==> src/rtl/proc_ctrl_pkg.sv <==
// Shared constants and types for the processor control unit.
package proc_ctrl_pkg;

    // ALU opcode used to compute PC+1
    localparam logic [5:0] OP_ADD = 6'b000000;

    // Non-ALU opcodes
    localparam logic [5:0] OpLoad  = 6'b100000;
    localparam logic [5:0] OpStore = 6'b100001;
    localparam logic [5:0] OpJmp   = 6'b110000;
    localparam logic [5:0] OpJz    = 6'b110001;
    localparam logic [5:0] OpHalt  = 6'b111111;

    // Status bit tested by JZ and width of the absolute jump target
    localparam int unsigned FLAG_Z_IDX = 1;
    localparam int unsigned JMP_W      = 10;

    // Instruction field positions
    localparam int unsigned OpMsb = 15;
    localparam int unsigned OpLsb = 10;
    localparam int unsigned RdMsb = 9;
    localparam int unsigned RdLsb = 5;
    localparam int unsigned RsMsb = 4;
    localparam int unsigned RsLsb = 0;

    // Register file write-data source select
    localparam logic [1:0] DinMem  = 2'b00;
    localparam logic [1:0] DinAlu  = 2'b01;
    localparam logic [1:0] DinTemp = 2'b10;

    typedef enum logic [3:0] {
        StReset,
        StFetch,
        StDecode,
        StExec,
        StMem,
        StWb,
        StPcinc,
        StJump,
        StHalt
    } state_e;

    typedef enum logic [2:0] {
        ClsAluReg,
        ClsAluImm,
        ClsLoad,
        ClsStore,
        ClsJmp,
        ClsJz,
        ClsHalt,
        ClsIllegal
    } instr_cls_e;

endpackage

==> src/rtl/instr_decoder.sv <==
// Combinational opcode classifier: opcode -> instruction class and ALU operation.
module instr_decoder
    import proc_ctrl_pkg::*;
(
    input  logic [5:0] op_i,
    output instr_cls_e cls_o,
    output logic [5:0] alu_op_o
);

    // Both ALU forms share the low four opcode bits as the ALU operation
    always_comb begin
        alu_op_o = {2'b00, op_i[3:0]};
        cls_o    = ClsIllegal;
        if (op_i[5:4] == 2'b00) begin
            cls_o = ClsAluReg;
        end else if (op_i[5:4] == 2'b01) begin
            cls_o = ClsAluImm;
        end else begin
            case (op_i)
                OpLoad:  cls_o = ClsLoad;
                OpStore: cls_o = ClsStore;
                OpJmp:   cls_o = ClsJmp;
                OpJz:    cls_o = ClsJz;
                OpHalt:  cls_o = ClsHalt;
                default: cls_o = ClsIllegal;
            endcase
        end
    end

endmodule

==> src/rtl/proc_control_unit.sv <==
// Multi-cycle control sequencer for the 16-bit processor datapath.
module proc_control_unit
    import proc_ctrl_pkg::*;
(
    input  logic        clk,
    input  logic        Rst,
    input  logic        run,
    input  logic [15:0] inst,
    input  logic [4:0]  flags_out,
    output logic [5:0]  opcode,
    output logic [4:0]  reg_addr1,
    output logic [4:0]  reg_addr2,
    output logic [4:0]  imd_operand,
    output logic [4:0]  mem_addr,
    output logic [15:0] imd_addr,
    output logic [1:0]  Din_Sel,
    output logic        mem_wr,
    output logic        reg_wr,
    output logic        IorR,
    output logic        PcorR,
    output logic        Pc_Rst,
    output logic        Pc_Ld,
    output logic        st_reg_ld,
    output logic        pc_addr_sel,
    output logic        halted,
    output logic        illegal
);

    state_e      state_q, state_d;
    logic [15:0] ir_q, ir_d;
    logic [5:0]  dec_op;
    logic [5:0]  alu_op;
    instr_cls_e  cls;
    logic [4:0]  rd, rs;
    logic        unused_flags;

    // In DECODE the IR is not yet loaded, so classify the live instruction word
    assign dec_op = (state_q == StDecode) ? inst[OpMsb:OpLsb] : ir_q[OpMsb:OpLsb];
    assign rd     = ir_q[RdMsb:RdLsb];
    assign rs     = ir_q[RsMsb:RsLsb];
    assign ir_d   = (state_q == StDecode) ? inst : ir_q;

    assign unused_flags = ^flags_out;

    instr_decoder u_instr_decoder (
        .op_i     (dec_op),
        .cls_o    (cls),
        .alu_op_o (alu_op)
    );

    // State and instruction register; reset aborts any instruction in flight
    always_ff @(posedge clk or negedge Rst) begin
        if (!Rst) begin
            state_q <= StReset;
            ir_q    <= '0;
        end else begin
            state_q <= state_d;
            ir_q    <= ir_d;
        end
    end

    // Next-state selection and per-state datapath controls
    always_comb begin
        state_d     = state_q;
        opcode      = '0;
        reg_addr1   = '0;
        reg_addr2   = '0;
        imd_operand = '0;
        mem_addr    = '0;
        imd_addr    = '0;
        Din_Sel     = DinMem;
        mem_wr      = 1'b0;
        reg_wr      = 1'b0;
        IorR        = 1'b0;
        PcorR       = 1'b0;
        Pc_Rst      = 1'b0;
        Pc_Ld       = 1'b0;
        st_reg_ld   = 1'b0;
        pc_addr_sel = 1'b0;
        halted      = 1'b0;
        illegal     = 1'b0;

        unique case (state_q)
            StReset: begin
                Pc_Rst = 1'b1;
                if (run) state_d = StFetch;
            end
            StFetch: state_d = StDecode;
            StDecode: begin
                case (cls)
                    ClsAluReg, ClsAluImm: state_d = StExec;
                    ClsLoad, ClsStore:    state_d = StMem;
                    ClsJmp:               state_d = StJump;
                    ClsJz:   state_d = flags_out[FLAG_Z_IDX] ? StJump : StPcinc;
                    ClsHalt: state_d = StHalt;
                    default: begin
                        illegal = 1'b1;
                        state_d = StPcinc;
                    end
                endcase
            end
            StExec: begin
                opcode      = alu_op;
                reg_addr1   = rd;
                reg_addr2   = rs;
                imd_operand = rs;
                IorR        = (cls == ClsAluImm);
                st_reg_ld   = 1'b1;
                state_d     = StWb;
            end
            StMem: begin
                mem_addr  = rs;
                reg_addr1 = rd;
                mem_wr    = (cls == ClsStore);
                state_d   = (cls == ClsLoad) ? StWb : StPcinc;
            end
            StWb: begin
                reg_wr  = 1'b1;
                state_d = StPcinc;
                if (cls == ClsLoad) begin
                    // Memory data arrives one cycle after the MEM-state address
                    mem_addr  = rs;
                    reg_addr1 = rd;
                    Din_Sel   = DinMem;
                end else begin
                    // Keep ALU operands live so the result is still valid at write-back
                    opcode      = alu_op;
                    reg_addr1   = rd;
                    reg_addr2   = rs;
                    imd_operand = rs;
                    IorR        = (cls == ClsAluImm);
                    Din_Sel     = DinAlu;
                end
            end
            StPcinc: begin
                // PC + 1 through the ALU using the immediate path
                PcorR       = 1'b1;
                IorR        = 1'b1;
                imd_operand = 5'd1;
                opcode      = OP_ADD;
                Pc_Ld       = 1'b1;
                state_d     = StFetch;
            end
            StJump: begin
                imd_addr    = {{(16 - JMP_W){1'b0}}, ir_q[JMP_W-1:0]};
                pc_addr_sel = 1'b1;
                Pc_Ld       = 1'b1;
                state_d     = StFetch;
            end
            StHalt: halted = 1'b1;
            default: state_d = StReset;
        endcase
    end

endmodule

==> config.mk <==
export PLATFORM = sky130hd
export DESIGN_NAME = proc_control_unit
export DESIGN_NICKNAME = d
export VERILOG_FILES = /design/src/rtl/proc_ctrl_pkg.sv /design/src/rtl/instr_decoder.sv /design/src/rtl/proc_control_unit.sv
export SDC_FILE = /design/constraint.sdc
export NUM_CORES = 1
export LEC_CHECK = 0
export ABC_AREA = 1
export CAP_MARGIN = 20
export CELL_PAD_IN_SITES_DETAIL_PLACEMENT = 1
export CELL_PAD_IN_SITES_GLOBAL_PLACEMENT = 1
export CORE_MARGIN = 2
export CORE_UTILIZATION = 36
export DETAILED_ROUTE_END_ITERATION = 16
export DONT_BUFFER_PORTS = 1
export PLACE_DENSITY_LB_ADDON = 0.1
export SLEW_MARGIN = 20
export SYNTH_ARGS = -nofsm -noshare
export SYNTH_HDL_FRONTEND = slang
export SYNTH_SLANG_ARGS = --single-unit
==> constraint.sdc <==
create_clock -name clk -period 3.3 [get_ports clk]
set_input_delay 0.33 -clock clk [delete_from_list [all_inputs] [get_ports clk]]
set_output_delay 0.33 -clock clk [all_outputs]
set_load 0.02 [all_outputs]
# Yosys cells after proc, flatten, opt, wreduce, memory -nomap -nowiden
# Cells that the tools add are included.
# classes
n_eq_ne	21
mux	32
bitwise_logic	1
n_reduce_logical	9
# op_table
cell	count
4-bit case mux with 8 select lines	1
6-bit == test, second input constant	5
4-bit case mux with 5 select lines	1
5-bit case mux with 2 select lines	2
4-bit by 3-bit == test with 1-bit output, second input constant	4
5-bit 2-to-1 mux	3
3-bit case mux with 5 select lines	1
5-bit case mux with 3 select lines	1
1-bit 2-to-1 mux	14
10-bit 2-to-1 mux	1
3-bit == test, second input constant	3
4-bit by 2-bit == test with 1-bit output, second input constant	2
4-bit 2-to-1 mux	2
4-bit case mux with 2 select lines	1
7-bit OR reduction	1
3-bit by 2-bit == test with 1-bit output, second input constant	2
3-bit 2-to-1 mux	2
6-bit 2-to-1 mux	1
2-bit OR reduction	3
4-bit by 1-bit == test with 1-bit output, second input constant	1
4-bit == test, second input constant	1
4-bit zero test	1
3-bit by 1-bit == test with 1-bit output, second input constant	1
3-bit zero test	1
8 further kinds	8
# word_totals
register_bits	20
in_bits	24
out_inout_bits	54
word_cells	65

# Longest topological paths before layout
# depth
ltp_word	10
mapped_depth	13
mapped_depth_nobuf	12

# Cells and area by module
# A second synthesis with hierarchy kept.
# unflattened
cells_unflattened	216
area_unflattened_um2	1418.9
# modules_own_cells
mod	instances	cells_each	area_each_um2	seq_area_each_um2
proc_control_unit	1	188	1270.0	500.5
instr_decoder	1	28	148.9	0.0

# Worst setup path before layout
# Ideal clock, no wire load.
# synth_path
kind	reg2out
start	register state_q[2]
end	output imd_operand[0]
t_arrival_ns	2.035
required_ns	2.970
setup_slack_ns	0.935
stages_incl_launch_ff	9
n_path_buf	0
path_cell_list	dfrtp_1 inv_1 nor2_1 inv_1 nor2_1 inv_1 a21oi_4 nor2_4 o21ai_0
# synth_between
elab_chain_cells	9
word_cells_on_any_way	18
classes_between	eq/ne: 11; mux: 6; reduce/logical: 1
# synth_lines
element	line_no	source
start: declaration	proc_control_unit.sv:29	state_e state_q, state_d;
start signal: assignment	proc_control_unit.sv:54	state_q <= StReset;
start signal: assignment	proc_control_unit.sv:57	state_q <= state_d;
4-bit by 2-bit == test with 1-bit output	proc_control_unit.sv:38	assign dec_op = (state_q == StDecode) ? inst[OpMsb:OpLsb] : ir_q[OpMsb:OpLsb];
6-bit 2-to-1 mux	proc_control_unit.sv:38	
6-bit == test	instr_decoder.sv:19	case (op_i)
3-bit case mux with 5 select lines	instr_decoder.sv:19	
3-bit 2-to-1 mux	instr_decoder.sv:16	end else if (op_i[5:4] == 2'b01) begin
3-bit 2-to-1 mux	instr_decoder.sv:14	if (op_i[5:4] == 2'b00) begin
3-bit by 2-bit == test with 1-bit output	proc_control_unit.sv:120	if (cls == ClsLoad) begin
5-bit 2-to-1 mux	proc_control_unit.sv:120	
5-bit case mux with 3 select lines (*)	proc_control_unit.sv:83	unique case (state_q)
end: declaration	proc_control_unit.sv:13	output logic [4:0] imd_operand,
# Every way passes the cells marked *; elsewhere a longest branch is shown, timed or not.

# Worst setup path after layout
# layout_path
start	register state_q[3]
end	output imd_operand[0]
# The elaborated chain is that of the path after synthesis.

==> key figures <==
Synthesis
  – Post-synth EDFFs: 0
  – Synth Cell Area: 0.00143 sq mm
  – Async set-reset flop share out of synthesis: 1.00
  – Yosys reg bits: 20
  – Dominant cells by area after synthesis: dfrtp_1 35%, inv_1 10%, nor2_1 9.4%, nand2_1 8.1%, buf_4 4.7%
  – Unique masters post-synth: 27
  – Part of the Yosys area used for sequential elements: 0.349
  – Post-synth top area cell: dfrtp_1
  – Yosys Warn Count: 0
  – Syn Inst Count: 204
  – Avg Synthesized Cell Area: 7.03 sq um
  – Yosys top cell area share: 0.349
  – Post-synth top flop: dfrtp_1

Place
  – Gpl congestion: 0.807
  – IO Port Bufs: 0
  – Place WS: 0.836 ns
  – Post-placement cell count: 250
  – DP HPWL: 2.85 mm

Floorplan
  – Initial core utilization: 0.383
  – Core Region: 0.00374 sq mm
  – # rows: 22
  – Die W: 67.1 um
  – Full die area: 0.00450 sq mm
  – Die Y-Extent: 67.1 um
  – IO Count: 78

Min path
  – Hold WC Path Type: input pin to flop
  – Min-Delay Path Depth: 2

STA
  – Worst slew margin: 0.364
  – Minimum clock period: 2.72 ns
  – Clock Skew: 0.00326 ns
  – Setup TNS: 0 ns
  – RSZ-0062 raised after global routing: false
  – Hold Vio Cnt, Final: 0
  – Part of the cycle the worst path needs: 0.825
  – Final setup margin: 0.577 ns
  – Setup violations, final: 0
  – Worst Tran Pin Value: 0.951 ns
  – F_max: 0.367 GHz
  – Slew Viols, Final: 0

Run
  – Max cap viols: 0

Power and ir drop
  – Seq pwr share: 0.243
  – Internal cell power: 0.737 mW
  – Power Density: 1150 mW/mm^2
  – Leak: 0.782 nW
  – Clock power share: 0.109
  – NetSw: 1.01 mW
  – Switching Share: 0.578
  – Comb pwr share: 0.648
  – VDD IR-drop max: 0.326 mV

CTS
  – Resized cells post-CTS: 0
  – CTS tree: yes
  – Clock latency on the worst-skew pair: 0.26 ns
  – H-tree depth: 1
  – Root buf cell: clkbuf_8
  – Clock transition at path regs: 0.08 ns
  – CTS sink count: 20
  – Total clock buffers created by CTS: 3
  – Setup Fix Bufs, Post-CTS: 0
  – Clk buf depth: 2

Critical path
  – Setup crit end kind: primary output
  – WP data arrival: 2.39 ns
  – Slowest cell on crit path: dfrtp_1
  – Crit path max fanout: 14
  – Most common cell on crit path: nor2_4
  – CP Cell Sequence: nor2_4 -> nand2_4 -> o21ai_2 -> inv_1 -> nor2_4 -> a21oi_4 -> nor2_4 -> o21ai_0 -> buf_4
  – CP Class: flop to primary output
  – R2R cell count: 6
  – Required time of the critical path: 2.97 ns
  – Worst setup SP type: flop
  – CP max stage delay: 0.42 ns

Finish
  – Fin nets: 232
  – Share of cells above drive strength 1: 0.174
  – Antenna cell count: 0
  – Area Overhead vs Synth: 5.58%
  – Most frequent cells in the layout: 39 x inv_1, 36 x nor2_1, 31 x nand2_1
  – Non-Filler Instances: 255
  – Most common cell after layout, fill and taps aside: inv_1

Detailed routing
  – Vias post-DR: 1228
  – Vias/cell: 4.82
  – Drt pass-1 iters: 4
  – Routed len/inst: 14.1 um
  – DRC errors left: 0
  – Routed Antenna Nets: 0
  – DRT Wirelength: 3.61 mm
  – DR iter-0 viols: 63

Global route
  – Global-route usage over all layers: 0.172
  – Vias in the first global route: 1236
  – Initial antenna violation count: 0
  – Global-route wire length before repair: 5.79 mm
  – Largest net degree at the start of global routing: 23
  – Total gr overflow: 0

Run status
  – Status: finished clean
[area by class of cell]
type | count | area [sq um]
clock buffer | 4 | 55.1
timing repair buffer | 4 | 32.5
inverter | 43 | 163
fill | 496 | 2230
tap | 48 | 60.1
sequential | 20 | 500
multi-input combinational | 136 | 703
[cells by family (layout without fill, tap and decap cells)]
family          count (synthesis)  after routing  share of synthesized area
compound gates                 24             24                      0.113
other cells                     1              9                    0.00262
buf+inv                        56             51                      0.181
flops                          20             20                      0.349
simple gates                  103            103                      0.353
[final timing paths]
kind	startpoint	endpoint	slack [ns]
min in group asynchronous	Rst	ir_q[3]	0.66
worst min-delay path	inst[4]	ir_q[4]	0.19
worst max-delay path	state_q[3]	imd_operand[0]	0.58
worst min register to register	ir_q[10]	ir_q[10]	0.55
worst max register to register	state_q[3]	state_q[2]	1.33
max in group asynchronous	Rst	state_q[0]	2.06
[power by group through the flow]
stage	logic, mW	registers, mW	clock network [mW]
final	1.13	0.424	0.191
after global routing	1.26	0.438	0.207
after CTS	1.15	0.426	0.197
after detailed placement	1.14	0.431	0
after global placement	1.11	0.425	0
after floorplan	0.967	0.417	0
[metrics by stage]
step	utilization	hold WS [ns]	power, mW	cell area, sq um
final	0.404	0.190	1.75	1510
after global routing	0.404	0.186	1.91	1510
after CTS	0.404	0.186	1.78	1510
after detailed placement	0.387	0.0347	1.58	1450
after global placement	0.387	0.0348	1.54	1450
after floorplan	-	0.0344	1.38	1460
[state kept, by name, indices dropped and copies added, names as in the netlist]
signal   flops
ir_q        16
state_q      4
[what timing repair did]
action	CTS	global route
hold buffers	1	0
endpoints found under the setup margin	0	0
hold endpoints to repair	20	0
[routing by layer]
| layer | GRT usage | vias up | wire (um) |
|---|---|---|---|
| met3 | 0.0405 | 4 | 240 |
| met2 | 0.301 | 44 | 1800 |
| li1 | - | 595 | - |
| met4 | 0.0536 | 0 | 47 |
| met1 | 0.207 | 585 | 1520 |
| met5 | 0 | - | 0 |
[synthesized netlist by cell type (3+ instances only)]
library cell / n
nor2_2: 7
dfrtp_1: 20
nor2_1: 36
buf_4: 9
o21ai_0: 13
nand2_2: 7
nand3_1: 7
inv_1: 39
nor3_1: 3
nand2_4: 3
nand2_1: 31
nor2_4: 5
[worst max-delay path, delay by kind of cell (launching register included)]
kind                   cells  cell delay (ns)
AOI/OAI and AO/OA          3             0.48
and+or+nand+nor            4             0.93
DFF                        1             0.42
buffers and inverters      2             0.30
No activity file was read; power rests on OpenSTA's default activity.
